[config.mk]
export PLATFORM = sky130hd
export DESIGN_NAME = alu16
export DESIGN_NICKNAME = d
export VERILOG_FILES = /design/src/rtl/alu16.sv
export SDC_FILE = /design/constraint.sdc
export NUM_CORES = 1
export LEC_CHECK = 0
export ABC_AREA = 1
export CORE_UTILIZATION = 25
export DETAILED_ROUTE_END_ITERATION = 6
export HOLD_SLACK_MARGIN = 0.12
export PLACE_DENSITY = 0.43
export SYNTH_ARGS = -nofsm -noshare
export SYNTH_HDL_FRONTEND = slang
export SYNTH_SLANG_ARGS = --single-unit
[constraint.sdc]
create_clock -name clk -period 4.1 [get_ports clk]
set_clock_uncertainty 0.15 [all_clocks]
set_input_delay 0.615 -clock clk [delete_from_list [all_inputs] [get_ports clk]]
set_output_delay 0.615 -clock clk [all_outputs]
set_load 0.005 [all_outputs]
[src/rtl/alu16.sv]
// alu16: combinational add/sub/and/not datapath with a zero flag, plus a
// registered {V,N,Z} status word loaded on demand.
module alu16 #(
  parameter int WIDTH = 16
) (
  input  logic             clk,
  input  logic             rst_n,
  input  logic [WIDTH-1:0] Ain,
  input  logic [WIDTH-1:0] Bin,
  input  logic [1:0]       ALUop,
  input  logic             load_s,
  output logic [WIDTH-1:0] out,
  output logic             Z,
  output logic [2:0]       status
);

  typedef enum logic [1:0] {
    OP_ADD = 2'b00,
    OP_SUB = 2'b01,
    OP_AND = 2'b10,
    OP_NOT = 2'b11
  } alu_op_e;

  alu_op_e          op;
  logic [WIDTH-1:0] result;
  logic             ovf;
  logic             neg;

  assign op = alu_op_e'(ALUop);

  // Result and signed-overflow detection for the selected operation
  always_comb begin
    result = '0;
    ovf    = 1'b0;
    case (op)
      OP_ADD: begin
        result = Ain + Bin;
        ovf    = (Ain[WIDTH-1] == Bin[WIDTH-1]) && (result[WIDTH-1] != Ain[WIDTH-1]);
      end
      OP_SUB: begin
        result = Ain - Bin;
        ovf    = (Ain[WIDTH-1] != Bin[WIDTH-1]) && (result[WIDTH-1] != Ain[WIDTH-1]);
      end
      OP_AND: result = Ain & Bin;
      OP_NOT: result = ~Bin;
      default: begin
        result = '0;
        ovf    = 1'b0;
      end
    endcase
  end

  assign out = result;
  assign Z   = (result == '0);
  assign neg = result[WIDTH-1];

  // Status word: cleared asynchronously, captures {V,N,Z} when load_s is high
  always_ff @(posedge clk or negedge rst_n) begin
    if (!rst_n) begin
      status <= '0;
    end else if (load_s) begin
      status <= {ovf, neg, Z};
    end
  end

endmodule

# Word-level counts from Yosys, hierarchy flattened
# Index checks and enable logic that the tools add are counted.
[totals]
wordCells = 18
output_inout_bits = 20
register_bits = 3
input_bits = 37
[op_classes]
addsub = 2
n_reduce_logical = 4
eq_ne = 7
n_mux = 2
n_bitwise = 2
[ops]
columns = ["cell", "n"]
rows = [
  ["$pmux W16 S4", 1],
  ["$add A16 B16 Y16", 1],
  ["$and A16 B16 Y16", 1],
  ["$logic_not A16 Y1", 1],
  ["$not A16 Y16", 1],
  ["$sub A16 B16 Y16", 1],
  ["$eq A2 B2 Y1 const B", 2],
  ["$ne A1 B1 Y1", 3],
  ["$eq A2 B1 Y1 const B", 1],
  ["$logic_and A1 B1 Y1", 2],
  ["$logic_not A2 Y1", 1],
  ["$pmux W1 S2", 1],
  ["$eq A1 B1 Y1", 1],
]

# Logic depth before layout (Yosys ltp)
# Gate-level depths: netlist (run 1).
[depth]
ltp_word = 4
ltp_mapped = 18
ltp_nobuf = 17

# Least setup slack after synthesis (run 1)
# Ideal clock, no wire load.
[synth_path]
path_type = "input to output"
from = "input port Ain[0]"
to = "output port Z"
path_buffers = 0
arrival_ns = 2.252
required_ns = 3.335
slack_ns = 1.083
path_stages = 16
cell_sequence = "inv_1 ha_1 fa_1 inv_1 nand3_1 nand2_1 nand2_1 nand3_1 nand2_1 nor2_1 nand3_1 nor2_1 nand3b_1 nor2_1 nand3_1 nor2_1"
[synth_via]
elab_chain_len = 3
word_cells_on_any_way = 5
classes_between = "add/sub: 2; mux: 1; bitwise: 1; reduce/logical: 1"
[synth_lines]
columns = ["element", "line", "source"]
rows = [
  ["from (decl)", "8", "input logic [WIDTH-1:0] Ain,"],
  ["$sub A16 B16 Y16 (tied with other cells)", "41", "result = Ain - Bin;"],
  ["$pmux W16 S4 *", "35", "case (op)"],
  ["$logic_not A16 Y1 *", "54", "assign Z = (result == '0);"],
  ["to (decl)", "13", "output logic Z,"],
]
# Every way passes the cells marked *; elsewhere a longest branch is shown, timed or not.

# Worst setup path after layout (run 1)
[layout_path]
from = "input port Bin[3]"
to = "output port out[15]"
[layout_via]
elab_chain_len = 2
word_cells_on_any_way = 3
classes_between = "add/sub: 2; mux: 1"
[layout_lines]
columns = ["element", "line", "source"]
rows = [
  ["from (decl)", "9", "input logic [WIDTH-1:0] Bin,"],
  ["$sub A16 B16 Y16 or $add A16 B16 Y16 (tied branches)", "41, 37", ""],
  ["$pmux W16 S4 *", "35", ""],
  ["to (decl)", "12", "output logic [WIDTH-1:0] out,"],
]
# Marks and branches as above.

==> results_dict.tcl, run 1 <==
set metrics [dict create \
    status "complete, no violations" \
    place_congestion 0.940 \
    vias_per_cell 4.47 \
    multi_input_area_um2 2350 \
    ys_types 30 \
    cts_tree "built" \
    slowest_stage "clkdlybuf4s50_1" \
    drv_cap 0 \
    path_class "input pin to primary output" \
    start_kind "input pin" \
    hold_violations 0 \
    vias 3762 \
    dpl.cell_count 833 \
    diodes 0 \
    grt_overflow 0 \
    synth_seq_area_share_pct 2.64 \
    fillers 1244 \
    setup_slack_ns 0.145 \
    fin_cells 841 \
    holdCritPathClass "flop to flop" \
    power_frac_comb_pct 77.5 \
    cp_num_buf_inv 7 \
    reg.largest.list "status: 3 flops" \
    cts_hold_buf 0 \
    pwr-share-clk_pct 18.5 \
    drive_above_1_share_pct 24.4 \
    synth.avg_cell_area_um2 5.12 \
    yosys_warnings 0 \
    initialDrtViolationCount 189 \
    largest_register_ffs 3 \
    power.density_nw_per_um2 187 \
    synth.net_count 627 \
    setup_viol 0 \
    min_period_ns 3.96 \
    end_kind "primary output" \
    regMostFlops "status" \
    syn_to_final_growth_pct 56.2 \
    pre_cts_ws_ns -0.169 \
    dieArea_um2 11800 \
    cts_root_buffer "clkbuf_16" \
    period_share_pct 96.5 \
    coreArea_um2 11000 \
    drc 0 \
    path_cells "clkdlybuf4s50_1, inv_1, ha_4, buf_4, nor2_2, buf_4, nand4_1, nand2_1, nand3_2, nand2_2, nand2_1, nand3_1, nand2_2, buf_4, inv_1, clkdlybuf4s50_1" \
    crit_start "Bin[3]" \
    clk_pin_slew_worst_paths_ns 0.03 \
    synth_top_area_share_pct 23.9 \
    power_uw 830 \
    cts_sinks 3 \
    routedWlPerCell_um 13.4 \
    crit_required_ns 3.34 \
    postSynthCellCount 556 \
    ant_nets 0 \
    fmax_ghz 0.253 \
    start_util_pct 25.9 \
    crit_fanout 8 \
    p_int_uw 475 \
    yosys-top-cells-area "nand2_1, inv_1, ha_1" \
    clockBufferDepth 2 \
    cts_made_buffers 3 \
    r2r-start "status[1]$_DFFE_PN0P_" \
    hpwl_mm 9.95 \
    path_delay_family "buffers and inverters" \
    layout_commonest_cell "nand2_1" \
    p_leak_uw 0.00244 \
    die_h_um 109 \
    crit_top_cell "buf_4" \
    tightestPinTransition_ns 0.365 \
    wl_mm 11.3 \
    grt_max_degree 14 \
    relSlewSlack_pct 75.4 \
    hp-start "status[0]$_DFFE_PN0P_" \
    regArea_um2 75.1 \
    ys_ff_latch 3 \
    die_x_um 109 \
    nets 773 \
    p_sw_share_pct 42.8 \
    vdd_drop_max_mv 0.255 \
    clkLatencyLatePin_ns 0.22 \
    htree_levels 1 \
    ios 57 \
    yosysTopAreaCell "nand2_1" \
    track_usage_pct 20.0 \
    final_cell_mix "nand2_1, inv_1, buf_4" \
    seq_power_share_pct 4.0 \
    slew_violations 0 \
    fin_setup_tns_ns 0 \
    rsz0062_at_grt "true" \
    synth.cell_area_um2 2850 \
    antenna_found_initial 0 \
    switching_power_uw 355 \
    io_buffers 56 \
    row_count 38 \
    grt_pass1_vias 3739 \
    crit_path_max_incr_delay_ns 0.50 \
    dr.pass1.iters 5 \
    grt_pass1_wl_mm 18.4 \
    cp.arrival_ns 3.19 \
    final_core_util_pct 40.5 \
]
-- power by group through the flow --
stage / clock, µW / sequential [µW] / combinational (µW)
floorplan: 0 / 33.9 / 312
global placement: 0 / 33.6 / 612
detailed placement: 0 / 33.7 / 613
CTS: 157 / 33.6 / 628
global route: 160 / 33.8 / 718
finish: 154 / 33.5 / 643
-- metrics by stage --
| step | instance area (µm²) | hold slack [ns] |
|---|---|---|
| 2_1_floorplan | 2850 | 0.169 |
| 3_3_place_gp | 4190 | 0.317 |
| 3_5_place_dp | 4190 | 0.320 |
| 4_1_cts | 4330 | 0.329 |
| 5_1_grt | 4450 | 0.342 |
| 6_report | 4450 | 0.327 |
-- worst reg2reg max path: cells and delay by family (launching register included) --
kind | cells | cell delay (ns)
compound gates | 1 | 0.07
flops | 1 | 0.37
simple gates | 1 | 0.06
-- layer usage --
metal	global-route usage (%)	up-vias	part of all wire, %
li1	-	2010	-
met1	29.1	1669	51
met2	34.0	80	44
met5	0	-	0
met3	0.658	3	4.6
met4	1.35	0	0.25
-- cell type report --
cell class / instances / area share, %
clock buffers: 4 / 1.77
repair buffers: 155 / 29.6
well taps: 140 / 3.94
multi-input cells: 419 / 52.9
flip-flops and latches: 3 / 1.69
inverters: 120 / 10.1
-- timing repair --
item | in CTS | in global routing
setup buffers | 4 | 0
setup endpoints to repair | 3 | 7
pin swaps | 2 | 3
resized for setup | 13 | 25
-- synth_stat cells --
| library cell | instances |
|---|---|
| a21oi_2 | 5 |
| ha_1 | 32 |
| buf_6 | 5 |
| a21oi_4 | 1 |
| o21bai_1 | 1 |
| or2_2 | 1 |
| clkbuf_8 | 1 |
| nand2_2 | 7 |
| and2_1 | 3 |
| nor3_2 | 2 |
| o21ai_1 | 1 |
| nand4_1 | 14 |
| nor2_1 | 53 |
| xor2_1 | 1 |
| nand3b_1 | 3 |
| inv_1 | 109 |
| o21ai_0 | 15 |
| nand2_1 | 181 |
| buf_2 | 3 |
| o21ai_2 | 1 |
| nand3_2 | 2 |
| fa_1 | 2 |
| nor2_2 | 12 |
| o2111ai_1 | 1 |
| buf_4 | 5 |
| o22ai_1 | 6 |
| dfrtp_1 | 3 |
| a21oi_1 | 16 |
| inv_2 | 11 |
| nand3_1 | 59 |
-- worst paths after layout --
kind                                         endpoint  slack (ns)  depth (start not counted)
worst max-delay path                          out[15]        0.14                         16
max in group asynchronous       status[0]$_DFFE_PN0P_        3.22                          1
min in group asynchronous       status[2]$_DFFE_PN0P_        0.43                          1
worst min-delay path            status[0]$_DFFE_PN0P_        0.33                          2
worst max register to register  status[1]$_DFFE_PN0P_        3.33                          2
worst min register to register  status[0]$_DFFE_PN0P_        0.33                          2
-- kinds of logic after synthesis --
logic type | count (synthesis) | share of synthesized area (%)
and+or+nand+nor | 337 | 51.5
buffers and inverters | 134 | 20.1
AOI/OAI and AO/OA | 47 | 9.93
adders and majority gates | 34 | 15.5
DFF | 3 | 2.64
xor gates and xnor gates | 1 | 0.308
Note: power is estimated with default switching activity, not from simulation.
==> run 2: changes to the inputs <==
--- a/config.mk
+++ b/config.mk
@@ -13,3 +13,4 @@
 export SYNTH_ARGS = -nofsm -noshare
 export SYNTH_HDL_FRONTEND = slang
 export SYNTH_SLANG_ARGS = --single-unit
+export TNS_END_PERCENT = 30
==> results of run 2 <==
Final layout, timing and power as in run 1 (identical DEF).
==> run 3: changes to the inputs <==
--- a/config.mk
+++ b/config.mk
@@ -10,6 +10,8 @@
 export DETAILED_ROUTE_END_ITERATION = 6
 export HOLD_SLACK_MARGIN = 0.12
 export PLACE_DENSITY = 0.43
+export RECOVER_POWER = 25
+export REMOVE_ABC_BUFFERS = 1
 export SYNTH_ARGS = -nofsm -noshare
 export SYNTH_HDL_FRONTEND = slang
 export SYNTH_SLANG_ARGS = --single-unit
==> results_dict.tcl, run 3 (synthesized netlist as in run 1, its figures left out) <==
set metrics [dict create \
    r2r_cells 2 \
    pre_cts_ws_ns -0.289 \
    hpwl_mm 10.2 \
    start_util_pct 25.9 \
    fmax_ghz 0.254 \
    largest_register_ffs 3 \
    clkLatencyLatePin_ns 0.22 \
    diodes 0 \
    tightestPinTransition_ns 0.598 \
    track_usage_pct 20.2 \
    place_congestion 0.866 \
    crit_path_max_incr_delay_ns 0.51 \
    io_buffers 56 \
    status "complete, no violations" \
    cts_root_buffer "clkbuf_16" \
    switching_power_uw 364 \
    hp-start "status[2]$_DFFE_PN0P_" \
    crit_required_ns 3.34 \
    slew_violations 0 \
    cts_tree "built" \
    cts_sinks 3 \
    coreArea_um2 11000 \
    clk_pin_slew_worst_paths_ns 0.03 \
    seq_power_share_pct 4.0 \
    holdCritPathClass "flop to flop" \
    vdd_drop_max_mv 0.248 \
    ant_nets 0 \
    path_class "input pin to primary output" \
    drc 0 \
    grt_overflow 0 \
    grt_pass1_vias 3815 \
    fin_setup_tns_ns 0 \
    clockBufferDepth 2 \
    slowest_stage "clkdlybuf4s50_1" \
    nets 776 \
    dr.pass1.iters 5 \
    relSlewSlack_pct 60.0 \
    dieArea_um2 11800 \
    grt_pass1_wl_mm 18.3 \
    final_area_um2 4530 \
    period_share_pct 96.1 \
    initialDrtViolationCount 197 \
    power.density_nw_per_um2 185 \
    p_sw_share_pct 43.4 \
    die_h_um 109 \
    rsz0062_at_grt "true" \
    drv_cap 0 \
    drive_above_1_share_pct 25.6 \
    row_count 38 \
    final_core_util_pct 41.3 \
    crit_fanout 6 \
    setup_viol 0 \
    cp-endpoint "out[13]" \
    cts_made_buffers 3 \
    end_kind "primary output" \
    hold_violations 0 \
    syn_to_final_growth_pct 59.2 \
    setup_slack_ns 0.159 \
    routedWlPerCell_um 13.8 \
    r2r-start "status[1]$_DFFE_PN0P_" \
    regMostFlops "status" \
    wl_mm 11.6 \
    layout_commonest_cell "nand2_1" \
    start_kind "input pin" \
    min_period_ns 3.94 \
    path_cells "clkdlybuf4s50_1, inv_1, ha_4, inv_1, nand2_1, nand2_1, inv_1, nand2_1, buf_4, nand2_1, nand4_1, a21oi_2, nor2_4, buf_4, inv_1, clkdlybuf4s50_1" \
    r2r_slack_ns 3.33 \
    fillers 1212 \
    p_leak_uw 0.00248 \
    vias 3852 \
    pwr-share-clk_pct 18.5 \
    reg.largest.list "status: 3 flops" \
    vias_per_cell 4.56 \
    htree_levels 1 \
    final_cell_mix "nand2_1, inv_1, buf_4" \
    worstReg2RegEnd "status[1]$_DFFE_PN0P_" \
    ios 57 \
    crit_start "Bin[8]" \
    grt_max_degree 12 \
    p_int_uw 474 \
    die_x_um 109 \
    power_frac_comb_pct 77.5 \
    cp.arrival_ns 3.18 \
    placed_area_um2 4240 \
    antenna_found_initial 0 \
]
-- run 3: cell types whose count changed in the layout (fill, tap and decap cells not counted), moves of 2 or more --
| cell | delta |
|---|---|
| clkdlybuf4s50_1 | -4 |
| nand3_2 | +2 |
| dlygate4sd3_1 | +4 |
| nor2_4 | +2 |
| buf_4 | +3 |
| nand2_2 | +3 |
| nand2_1 | -3 |
| ha_1 | +2 |
| ha_2 | -3 |
| nand3_1 | -2 |
-- run 3: per-layer routing --
layer	share of wire, %	global-route usage [%]	wire length [µm]	vias up
met5	0	0	0	-
met4	1.1	2.70	128	0
met3	3.8	1.14	438	10
met2	46	35.8	5330	79
met1	49	27.4	5730	1749
li1	-	-	-	2014
-- run 3: repair_timing --
| action | in CTS | in global routing |
|---|---|---|
| setup endpoints to repair | 2 | 10 |
| setup buffers | 0 | 0 |
| hold buffers | 0 | 0 |
| cloned | 0 | 0 |
| resized for setup | 11 | 38 |
| pin swaps | 2 | 4 |
-- run 3: cell type report --
cell class | count | area, µm² | share of cell area (%)
Inverter | 120 | 450 | 9.94
Clock buffer | 4 | 78.8 | 1.74
Sequential cell | 3 | 75.1 | 1.66
Timing Repair Buffer | 158 | 1340 | 29.6
Multi-Input combinational cell | 419 | 2410 | 53.2
Tap cell | 140 | 175 | 3.86
-- run 3: metrics by stage --
stage          cells  total power, µW  hold slack, ns
6_report         844              838           0.326
3_5_place_dp     840              647           0.332
4_1_cts          844              811           0.342
3_3_place_gp     840              645           0.324
2_1_floorplan    542              329           0.169
5_1_grt          844              915           0.365
-- run 3: power by group through the flow --
stage / logic (µW) / clock network [µW] / registers, µW
floorplan: 295 / 0 / 33.9
global placement: 611 / 0 / 33.8
detailed placement: 613 / 0 / 33.8
CTS: 620 / 157 / 33.5
global route: 721 / 160 / 33.7
finish: 650 / 155 / 33.3
-- run 3: worst min-delay path by stage --
| stage | endpoint | slack (ns) | cells after the start |
|---|---|---|---|
| 3_5_place_dp | status[2]$_DFFE_PN0P_ | 0.33 | 2 |
| 2_1_floorplan | status[0]$_DFFE_PN0P_ | 0.17 | 0 |
| 4_1_cts | status[2]$_DFFE_PN0P_ | 0.34 | 2 |
| 6_report | status[2]$_DFFE_PN0P_ | 0.33 | 2 |
| 3_3_place_gp | status[2]$_DFFE_PN0P_ | 0.32 | 2 |
| 5_1_grt | status[1]$_DFFE_PN0P_ | 0.36 | 2 |
-- run 3: critical path, delay by kind of cell --
| kind | cells | cell delay [ns] |
|---|---|---|
| buffers and inverters | 8 | 1.52 |
| AOI/OAI and AO/OA | 1 | 0.19 |
| adders and majority gates | 1 | 0.30 |
| and+or+nand+nor | 6 | 0.54 |
